`config.mk`:
```
export PLATFORM = sky130hd
export DESIGN_NAME = montgomery_encode
export DESIGN_NICKNAME = d
export VERILOG_FILES = /design/src/rtl/mont_pkg.sv /design/src/rtl/mod_double.sv /design/src/rtl/montgomery_encode.sv
export SDC_FILE = /design/constraint.sdc
export NUM_CORES = 1
export LEC_CHECK = 0
export BUFFER_PORTS_ARGS = -buffer_cell sky130_fd_sc_hd__buf_2
export CORE_MARGIN = 8
export CORE_UTILIZATION = 45
export CTS_CLUSTER_SIZE = 8
export DETAILED_ROUTE_END_ITERATION = 10
export PLACE_DENSITY = 0.68
export SETUP_SLACK_MARGIN = 0.4
export SYNTH_ARGS = -nofsm -noshare
export SYNTH_HDL_FRONTEND = slang
export SYNTH_SLANG_ARGS = --single-unit
```
`constraint.sdc`:
```
create_clock -name clk -period 2.34 [get_ports clk]
set_clock_uncertainty 0.05 [all_clocks]
set_input_delay 0.117 -clock clk [delete_from_list [all_inputs] [get_ports clk]]
set_output_delay 0.117 -clock clk [all_outputs]
set_load 0.05 [all_outputs]
```
`src/rtl/mont_pkg.sv`:
```
// Shared constants and types for the Montgomery-domain encoder (default modulus 3329, radix 2^12).
package mont_pkg;

  localparam int N       = 3329;
  localparam int R       = 12;
  localparam int N_PRIME = 3327;          // -N^-1 mod 2^R, used by the matching reducer
  localparam int DATA_W  = 12;
  localparam int CNT_W   = $clog2(R);

  typedef enum logic {
    S_IDLE = 1'b0,
    S_RUN  = 1'b1
  } state_t;

endpackage

```
`src/rtl/mod_double.sv`:
```
// Combinational modular doubling: y = 2x mod N, valid for any x < N.
module mod_double #(
  parameter int N = mont_pkg::N
) (
  input  logic [mont_pkg::DATA_W-1:0] x,
  output logic [mont_pkg::DATA_W-1:0] y
);

  localparam int W  = mont_pkg::DATA_W;
  localparam int W1 = W + 1;
  localparam logic [W:0] N_EXT = W1'(N);

  logic [W:0]   w_twice;
  logic [W-1:0] w_diff;

  assign w_twice = {x, 1'b0};
  // Low bits of the subtraction are exact whenever t >= N, so the borrow bit is never needed.
  assign w_diff  = w_twice[W-1:0] - N_EXT[W-1:0];
  assign y       = (w_twice >= N_EXT) ? w_diff : w_twice[W-1:0];

endmodule

```
`src/rtl/montgomery_encode.sv`:
```
// Serial conversion a -> a*2^R mod N by R modular doublings, one per clock.
// Optional input range check (adds port err) enabled by defining MONT_ENC_RANGE_CHK_EN.
module montgomery_encode #(
  parameter int N = mont_pkg::N,
  parameter int R = mont_pkg::R
) (
  input  logic        clk,
  input  logic        rst_n,
  input  logic        en,
  input  logic [11:0] a,
  output logic [11:0] y,
  output logic        valid,
  output logic        busy
`ifdef MONT_ENC_RANGE_CHK_EN
  ,
  output logic        err
`endif
);

  import mont_pkg::*;

  localparam int                CW   = (R > 1) ? $clog2(R) : 1;
  localparam logic [DATA_W-1:0] N_W  = DATA_W'(N);
  localparam logic [CW-1:0]     LAST = CW'(R - 1);

  state_t              r_state;
  logic [DATA_W-1:0]   r_acc;
  logic [DATA_W-1:0]   r_y;
  logic [CW-1:0]       r_cnt;
  logic                r_valid;
  logic                r_busy;
  logic [DATA_W-1:0]   w_pre;
  logic [DATA_W-1:0]   w_dbl;
  logic                w_reject;

  assign w_pre = (a >= N_W) ? a - N_W : a;

`ifdef MONT_ENC_RANGE_CHK_EN
  logic r_err;
  assign w_reject = (a >= N_W);
  assign err      = r_err;

  always_ff @(posedge clk or negedge rst_n) begin
    if (!rst_n) r_err <= 1'b0;
    else        r_err <= (r_state == S_IDLE) && en && w_reject;
  end
`else
  assign w_reject = 1'b0;
`endif

  mod_double #(.N(N)) u_mod_double (
    .x (r_acc),
    .y (w_dbl)
  );

  // NOTE: sequential state uses non-blocking assignments so every register samples pre-edge values.
  always_ff @(posedge clk or negedge rst_n) begin
    if (!rst_n) begin
      r_state <= S_IDLE;
      r_acc   <= '0;
      r_cnt   <= '0;
      r_y     <= '0;
      r_valid <= 1'b0;
      r_busy  <= 1'b0;
    end else begin
      r_valid <= 1'b0;
      case (r_state)
        S_IDLE: begin
          if (en && !r_busy && !w_reject) begin
            r_acc   <= w_pre;
            r_cnt   <= '0;
            r_busy  <= 1'b1;
            r_state <= S_RUN;
          end
        end
        S_RUN: begin
          r_acc <= w_dbl;
          r_cnt <= r_cnt + 1'b1;
          if (r_cnt == LAST) begin
            r_y     <= w_dbl;
            r_valid <= 1'b1;
            r_busy  <= 1'b0;
            r_state <= S_IDLE;
          end
        end
        default: r_state <= S_IDLE;
      endcase
    end
  end

  assign y     = r_y;
  assign valid = r_valid;
  assign busy  = r_busy;

endmodule
```
==> Word-level counts from Yosys, hierarchy flattened <==
Index checks and enable logic that the tools add are counted.
{ "word_totals": {"ff_bits": 31, "wordCells": 33} }
{ "op_classes": {"n_addsub": 3, "n_lt_le_gt_ge": 2, "eq_ne": 3, "muxes": 14, "bitwise": 1, "reduce_logical": 4} }
{ "ops": {"columns": ["op", "count"], "rows": [
  ["2-to-1 mux 12 bit", 3],
  ["one-hot mux 12 bit (2 select lines)", 1],
  ["subtractor 12 bit, second input constant", 2],
  [">= comparator 13 x 12 -> 1 bit, second input constant", 1],
  [">= comparator 12 bit, second input constant", 1],
  ["one-hot mux 4 bit (2 select lines)", 1],
  ["2-to-1 mux 1 bit", 6],
  ["adder 4 x 1 -> 4 bit, second input constant", 1],
  ["equality test 4 bit, second input constant", 1],
  ["2-to-1 mux 4 bit", 1],
  ["one-hot mux 1 bit (2 select lines)", 2],
  ["AND reduction 2 bit", 2],
  ["inequality test 2 x 1 -> 1 bit, second input constant", 1],
  ["inequality test 2 bit, second input constant", 1],
  ["logical AND 1 bit", 1],
  ["zero test 1 bit", 1],
  ["NOT 1 bit", 1]
]} }

==> Longest topological paths before layout <==
Gate-level depths: netlist of run 1.
{ "depth": {"word_depth": 4, "ltp_mapped": 7, "depth_no_buf": 7} }

==> Hierarchy <==
A second synthesis of run 1 with hierarchy kept.
{ "unflattened": {"cells_unflattened": 245, "area_unflattened_um2": 2003.2} }
{ "modules_own_cells": {"columns": ["module", "n_inst", "cells_per_inst", "area_each_um2"], "rows": [
  ["montgomery_encode", 1, 194, 1626.6],
  ["mod_double", 1, 51, 376.6]
]} }

==> Worst setup path after synthesis of run 1 <==
OpenSTA, ideal clock, no wires.
{ "synth_timing": {"kind": "flip-flop to flip-flop", "from": "register r_acc[0]", "to": "register r_acc[7]", "setup_ns": 0.126, "arrival_ns": 1.937, "setup_slack_ns": 0.227, "stages_incl_launch_ff": 8, "synth_period_minus_slack_ns": 2.113, "path_cell_list": "dfrtp_1 > inv_1 > ha_1 > nor3b_1 > a21o_1 > a2111oi_0 > xor2_1 > a221o_1"} }
{ "synth_via": {"elab_chain_cells": 3} }
{ "synth_rtl": {"columns": ["item", "line", "source"], "rows": [
  ["start, declared", "montgomery_encode.sv:27", "logic [DATA_W-1:0] r_acc;"],
  ["start signal, assigned", "montgomery_encode.sv:70", "r_acc <= w_pre;"],
  ["start signal, assigned", "montgomery_encode.sv:77", "r_acc <= w_dbl;"],
  ["subtractor 12 bit or >= comparator 13 x 12 -> 1 bit (tied branches)", "mod_double.sv:18, mod_double.sv:19", null],
  ["2-to-1 mux 12 bit (*)", "mod_double.sv:19", "assign y = (w_twice >= N_EXT) ? w_diff : w_twice[W-1:0];"],
  ["one-hot mux 12 bit (2 select lines) (*)", "montgomery_encode.sv:67", "case (r_state)"]
]} }
Every way passes the cells marked *; elsewhere a longest branch is shown, timed or not.
A chain may end at the register's enable or synchronous reset.

==> Final worst setup path of run 1 <==
{ "layout_timing": {"from": "register r_acc[1]", "to": "register r_acc[7]"} }
Same word-level chain as after synthesis.

==> impl_results.md, run 1 <==
* Slew HR at 0.5450
* IO buf count at 28
* R2r setup slk at 420 ps
* Mapped Nets at 224
* Initial antenna violation count at 0
* F_max at 521.4 MHz
* Top Usage Layer GRT: met2
* Share of layout cells above drive strength 1 at 0.2541
* Reg-to-Reg Start: r_acc[1]
* Cell family with most CP delay: compound AO/OA/AOI/OAI gates
* Clk pin slew, worst setup/hold paths at 60 ps
* R2R Path End: r_acc[7]
* CP Launch Type: flip-flop
* First-pass GRT wire length at 7866 µm
* Most common cell after layout, fill and taps aside: dfrtp_1
* Netlist cell types at 47
* Hold endpoint: r_acc[10]
* Hold Fails Final Rpt at 0
* Cells after Synth at 205
* Residual DRC at 0
* Power per Cell Area at 1472 nW/µm²
* TritonRoute pass-1 iters at 4
* Worst setup path start: r_acc[1]
* Routed WL at 4637 µm
* GRT met1 Usage at 0.1962
* Die area at 6414 µm²
* Vias at 1,729
* Mapped Area at 1848 µm²
* Crit. path cell count at 7
* CTS root buf: clkbuf_8
* Iteration-0 DRC Markers at 105
* M2 GR Usage at 0.2377
* Status: finished, final reports clean
* Met3 Use GR at 0.04464
* Max Slew Vio Count at 0
* Final setup viols at 0
* Worst r2r path cells at 7
* Final ANT Viol Nets at 0
* Clock Path Buffers at 2
* Crit share post-route at 0.8197
* Area Growth Syn to Fin at 22.21%
* Io pins at 29
* Clock latency on the worst-skew pair at 280 ps
* Worst path slowest cell: dfrtp_1
* Placer congestion estimate at 0.8935
* EDFF count, synth at 0
* Post-synth ARST share at 1.000
* All-Layer GR Usage at 0.1554
* Final layout net count at 262
* Avg Cell Area, Syn at 9.015 µm²
* H-tree depth at 2
* Vias in the first global route at 1,653
* Inserted Diodes at 0
* Commonest non-fill, non-tap cells in the layout: 31 x dfrtp_1, 28 x buf_2, 26 x o21ai_0
* RSZ-0062 raised after global routing: yes
* DR vias/cell at 5.881
* CTS Buf Count at 5
* CTS tree: built
* Max_cap viols at 0
* Most used flip-flop cell after synthesis: dfrtp_1
* Dpl cells at 282
* # clock sinks at 31
* FF+latch count, synth at 31
* Seq/Total Area, Yosys at 0.4198
* CP max stage delay at 340 ps
* Slew @ Worst Pin at 682.5 ps
* Final Non-Filler Cells at 294
* Largest net degree at the start of global routing at 32
* Max Fanout on Critical Path at 3
* HP Class: primary input to flip-flop
* Leakage at 0.0009775 µW
* Hold Path Depth at 3
* Data required time of the worst path at 2460 ps
* Peak VDD IR at 0.4530 mV
* Crit Path Category: flip-flop to flip-flop
* Hold Path Origin: a[10]
* Synthesis Warnings at 0
* Initial core utilization at 0.4653
* Final TNS setup at 0 ps
* Die H at 80.09 µm
* Final Core Density at 0.5687
* Buf/Inv on CP at 1
* Total global routing overflow at 0
* Post-layout minimum cycle time at 1918 ps
* FP Rows at 23
* Detail Placement HPWL at 3300 µm
* CP endpoint kind: flip-flop
* Core Area at 3971 µm²
* Arrival time of the worst setup path at 2030 ps
* DIE WIDTH at 80.09 µm
* Routed len/inst at 15.77 µm
* Critical path cell sequence: inv_1, ha_2, nor3b_4, a21o_1, a2111oi_4, xor2_1, a221o_1
worst max path at each step:
stage	endpoint	slack, ps
floorplan	r_acc[7]	360
finish	r_acc[7]	420
global route	r_acc[7]	350
CTS	r_acc[7]	420
global placement	r_acc[2]	250
detailed placement	r_acc[2]	210
sequential cells by signal (all words and copies together) (netlist names):
name     count
r_cnt        4
y           12
busy         1
r_acc       12
r_state      1
valid        1
worst reg2reg max path, stage by stage, from the launching register on:
cell and delay [ps]:
dfrtp_1 340, inv_1 50, ha_2 180, nor3b_4 150, a21o_1 240, a2111oi_4 310
xor2_1 140, a221o_1 330
area by class of cell:
type                            count  area, µm²
Timing Repair Buffer               37      214.0
Inverter                            6      22.52
Clock inverter                      1      5.005
Multi-Input combinational cell    162       1102
Tap cell                           50      62.56
Clock buffer                        7      76.32
Sequential cell                    31      775.7
Fill cell                         370       1713
cells in the mapped netlist, types with 2 or more instances:
| master | instances | area share |
|---|---|---|
| a31o_2 | 2 | 0.0095 |
| nor3_1 | 4 | 0.011 |
| nor3b_1 | 2 | 0.0081 |
| a22oi_1 | 3 | 0.012 |
| xor2_1 | 5 | 0.024 |
| dfrtp_1 | 31 | 0.42 |
| a21boi_0 | 3 | 0.012 |
| ha_1 | 4 | 0.027 |
| nor2b_1 | 3 | 0.010 |
| xnor2_1 | 8 | 0.038 |
| o22ai_1 | 2 | 0.0068 |
| mux2i_1 | 2 | 0.011 |
| a21oi_1 | 12 | 0.032 |
| mux2_2 | 3 | 0.018 |
| o211ai_1 | 4 | 0.016 |
| or3_1 | 3 | 0.010 |
| nor2_1 | 13 | 0.026 |
| or4_1 | 2 | 0.0081 |
| clkbuf_1 | 6 | 0.012 |
| nand2_1 | 21 | 0.043 |
| inv_1 | 6 | 0.012 |
| a31oi_1 | 3 | 0.010 |
| o21ai_0 | 28 | 0.076 |
| nor4_1 | 3 | 0.010 |
| and3_1 | 3 | 0.010 |
| nand2b_1 | 3 | 0.010 |
| nand3_1 | 6 | 0.016 |
report_power, final:
group	total, µW	internal (µW)	leakage, µW	switching, µW
registers	1120	818	0.000365	300
clock network	397	208	0.0000422	189
logic	1810	662	0.000571	1150
metal layers:
layer | vias to the layer above | wire length (µm)
met3 | 8 | 272
li1 | 839 | -
met5 | - | 0
met4 | 0 | 82
met2 | 58 | 2162
met1 | 824 | 2121
repair_timing:
item	4_1_cts	5_1_grt
resized for setup	1	9
pin swaps	0	5
endpoints found under the hold margin	31	0
buffers inserted	3	0
setup endpoints to repair	2	23
hold buffers	1	0
cell families after synthesis:
kind of cell / count (synthesis) / synth area share
compound gates: 71 / 0.2478
flops: 31 / 0.4198
xor+xnor: 13 / 0.06161
mux: 5 / 0.02911
simple gates: 69 / 0.1903
fa+ha+maj: 4 / 0.02708
buf+inv: 12 / 0.02437
through the flow:
step | cell area [µm²] | setup slack (ps) | hold WS [ps] | power [µW]
CTS | 2227 | 415.8 | 107.5 | 3252
detailed placement | 2101 | 214.0 | 148.2 | 2789
floorplan | 1883 | 362.9 | -228.6 | 2343
global route | 2258 | 347.2 | 115.9 | 3573
global placement | 2101 | 250.1 | 153.1 | 2761
finish | 2258 | 422.0 | 129.0 | 3325
Power figures use the tool's default switching activity.
==> run 2: changes to the inputs <==
- ABC_AREA: not set -> 1
- PLACE_DENSITY: 0.68 -> 0.7
- clock period: 2.34 -> 1.65 ns (I/O delays scaled with it)
==> impl_results.md, run 2 <==
* Status: finished, final reports clean (unchanged)
* Clock latency on the worst-skew pair at 280 ps (about the same)
* Most used flip-flop cell after synthesis: dfrtp_1 (unchanged)
* CTS tree: built (unchanged)
* IO buf count at 28 (unchanged)
* Reg-to-Reg Start: r_acc[1] (unchanged)
* Total global routing overflow at 0 (unchanged)
* Arrival time of the worst setup path at 1740 ps (was 2030 ps)
* FP Rows at 24 (was 23)
* Slew HR at 0.5404 (was 0.5450)
* Top-count cell post-synth: nand2_1 (was dfrtp_1)
* Post-synth ARST share at 1.000 (unchanged)
* Io pins at 29 (unchanged)
* Inserted Diodes at 0 (unchanged)
* Clock share of power at 0.124 (was 0.120)
* Slack of the critical path at 40.45 ps (was 422.0 ps)
* Leakage at 0.001353 µW (was 0.0009775 µW)
* Routed WL at 5064 µm (was 4637 µm)
* Die area at 6915 µm² (was 6414 µm²)
* Mapped Nets at 299 (was 224)
* Synthesized-area fraction occupied by and/or/nand/nor cells at 0.3872 (was 0.1903)
* Netlist cell types at 33 (was 47)
* Vias in the first global route at 1,864 (was 1,653)
* Max Slew Vio Count at 0 (unchanged)
* Mapped Area at 2029 µm² (was 1848 µm²)
* Seq/Total Area, Yosys at 0.3822 (was 0.4198)
* DR vias/cell at 4.943 (was 5.881)
* Area Growth Syn to Fin at 30.76% (was 22.21%)
* Hold endpoint: r_acc[11] (was r_acc[10])
* Final Core Density at 0.6095 (was 0.5687)
* Initial antenna violation count at 0 (unchanged)
* Hold Fails Final Rpt at 0 (unchanged)
* Slew @ Worst Pin at 689.5 ps (was 682.5 ps)
* Area contributors post-synth: dfrtp_1 38%, nand2_1 17%, nand3_1 8.1%, inv_1 5.9%, nor2_1 3.9% (was dfrtp_1 42%, o21ai_0 7.6%, nand2_1 4.3%, xnor2_1 3.8%, a21oi_1 3.2%)
* Synth cell count leaders: 93 x nand2_1, 33 x nand3_1, 32 x inv_1, 31 x dfrtp_1, 21 x nor2_1 (was 31 x dfrtp_1, 28 x o21ai_0, 21 x nand2_1, 13 x nor2_1, 12 x a21oi_1)
* Synth Area in Compound Gates at 0.09433 (was 0.2478)
* Placer congestion estimate at 0.8676 (was 0.8935)
* Routed len/inst at 13.02 µm (was 15.77 µm)
* Iteration-0 DRC Markers at 112 (was 105)
* Core Area at 4354 µm² (was 3971 µm²)
* CTS root buf: clkbuf_8 (unchanged)
* Flop pwr share at 0.269 (was 0.336)
* Post-synthesis xor/xnor area fraction at 0.02158 (was 0.06161)
* Data required time of the worst path at 1780 ps (was 2460 ps)
* Cells after Synth at 280 (was 205)
* Int Pwr at 2653 µW (was 1688 µW)
* Logic gate share of total power at 0.607 (was 0.544)
* Placed Area at 2295 µm² (was 2101 µm²)
* Dpl cells at 363 (was 282)
* Final ANT Viol Nets at 0 (unchanged)
* Post-synthesis mux area share at 0 (was 0.02911)
* First-pass GRT wire length at 8569 µm (was 7866 µm)
* Final layout net count at 355 (was 262)
* CP endpoint kind: flip-flop (unchanged)
* # clock sinks at 31 (unchanged)
* CTS Buf Count at 5 (unchanged)
* Power per Cell Area at 1998 nW/µm² (was 1472 nW/µm²)
* Post-layout minimum cycle time at 1610 ps (was 1918 ps)
* Hold Path Depth at 3 (unchanged)
* Residual DRC at 0 (unchanged)
* Max_cap viols at 0 (unchanged)
* EDFF count, synth at 0 (unchanged)
* DIE WIDTH at 83.16 µm (was 80.09 µm)
* HP Class: primary input to flip-flop (unchanged)
* Die H at 83.16 µm (was 80.09 µm)
* Post-place setup slack at 30.07 ps (was 214.0 ps)
* Initial core utilization at 0.4661 (was 0.4653)
* Design Area, Final at 2654 µm² (was 2258 µm²)
* Vias at 1,923 (was 1,729)
* H-tree depth at 2 (unchanged)
* R2R Path End: r_acc[9] (was r_acc[7])
* Net Sw Power at 2649 µW (was 1637 µW)
* Largest net degree at the start of global routing at 32 (unchanged)
* CP Launch Type: flip-flop (unchanged)
* F_max at 621.3 MHz (was 521.4 MHz)
* Largest family of logic cells by synthesized area: simple AND/OR/NAND/NOR gates (was compound AO/OA/AOI/OAI gates)
* Hold Path Origin: a[11] (was a[10])
* Max Fanout on Critical Path at 3 (unchanged)
* Avg Cell Area, Syn at 7.248 µm² (was 9.015 µm²)
* Detail Placement HPWL at 3454 µm (was 3300 µm)
* TritonRoute pass-1 iters at 4 (unchanged)
* Clock Path Buffers at 2 (unchanged)
* Worst r2r path cells at 14 (was 7)
* Commonest non-fill, non-tap cells in the layout: 84 x nand2_1, 30 x nand3_1, 29 x dfrtp_1 (was 31 x dfrtp_1, 28 x buf_2, 26 x o21ai_0)
* Cell taking the most area after synthesis: dfrtp_1 (unchanged)
* Top cell type's share of synthesized area at 0.3822 (was 0.4198)
* Synth Area in Adders at 0.02466 (was 0.02708)
* Crit Path Category: flip-flop to flip-flop (unchanged)
* Peak VDD IR at 0.6762 mV (was 0.4530 mV)
* Clk pin slew, worst setup/hold paths at 60 ps (about the same)
* Most common cell after layout, fill and taps aside: nand2_1 (was dfrtp_1)
* Crit share post-route at 0.9755 (was 0.8197)
* RSZ-0062 raised after global routing: yes (unchanged)
* Final setup viols at 0 (unchanged)
* Share of layout cells above drive strength 1 at 0.3412 (was 0.2541)
* Final Non-Filler Cells at 389 (was 294)
* Synthesis Warnings at 0 (unchanged)
* FF+latch count, synth at 31 (unchanged)
* All-Layer GR Usage at 0.1472 (was 0.1554)
* Switch share at 0.4996 (was 0.4923)
* R2r setup slk at 40 ps (was 420 ps)
run 2: cell count changes after synthesis, moves of 8 or more:
| cell | delta |
|---|---|
| nand2_1 | +72 |
| nand3_1 | +27 |
| inv_1 | +26 |
| xnor2_1 | -8 |
| nor2_1 | +8 |
| o21ai_0 | -22 |
| a21oi_1 | -10 |
run 2: through the flow:
step / TNS, ps / power (µW) / hold slack, ps
CTS: 0 / 5077 / 9.761
finish: 0 / 5302 / 15.20
floorplan: -28.79 / 3525 / -263.1
global placement: 0 / 4077 / 111.1
detailed placement: 0 / 4126 / 115.5
global route: -237.6 / 5725 / 28.94
run 2: worst max path at each step:
stage / startpoint / slack (ps) / endpoint / cells after the start
6_report: r_acc[1] / 40 / r_acc[9] / 14
5_1_grt: r_acc[8] / -60 / r_acc[5] / 9
4_1_cts: r_acc[1] / 100 / r_acc[9] / 14
3_5_place_dp: r_acc[1] / 30 / r_acc[1] / 12
3_3_place_gp: r_acc[1] / 50 / r_acc[9] / 13
2_1_floorplan: r_acc[0] / -20 / r_acc[8] / 12
run 2: worst max-delay path: stages, from the launching register on:
cell and delay (ps):
dfrtp_1 390, inv_2 80, ha_4 140, inv_2 40, nor2_4 100, nand3_4 110, buf_6 160, nand2_4 60
nand2_2 60, nand2_2 60, nand3_1 60, nand2_1 80, inv_1 40, nand2_1 40, inv_1 30
run 2: what timing repair did:
action	in CTS	in global routing
setup endpoints to repair	29	29
setup buffers	5	9
gates cloned	3	0
gates resized for setup	13	16
hold buffers	1	0
pin swaps	11	6
endpoints found under the hold margin	31	0
run 2: power by group through the flow:
| stage | clock (µW) | sequential, µW | combinational, µW |
|---|---|---|---|
| 2_1_floorplan | 0 | 1910 | 1610 |
| 3_3_place_gp | 0 | 1400 | 2680 |
| 3_5_place_dp | 0 | 1410 | 2710 |
| 4_1_cts | 673 | 1420 | 2990 |
| 5_1_grt | 706 | 1480 | 3540 |
| 6_report | 656 | 1430 | 3220 |
run 2: final cells by class:
type	count	area (µm²)
multi-input cells	209	1220
repair buffers	52	334.1
flip-flops and latches	31	778.2
fillers	389	1700
clock buffers	8	100.1
inverters	36	145.1
repair inverters	1	11.26
well taps	52	65.06
run 2: logic make-up (layout without fill, tap and decap cells):
logic type,Yosys count,after routing
and+or+nand+nor,169,171
buffers and inverters,42,97
DFF,31,31
AOI/OAI and AO/OA,29,29
xor gates and xnor gates,5,5
adders and majority gates,4,4
run 2: per-layer routing:
metal	global-route usage	vias to the layer above	share of wire	wire, µm
li1	-	1008	-	-
met1	0.1882	866	0.48	2439
met2	0.2313	42	0.46	2336
met3	0.03516	7	0.041	209
met4	0.05911	0	0.015	78
met5	0	-	0	0
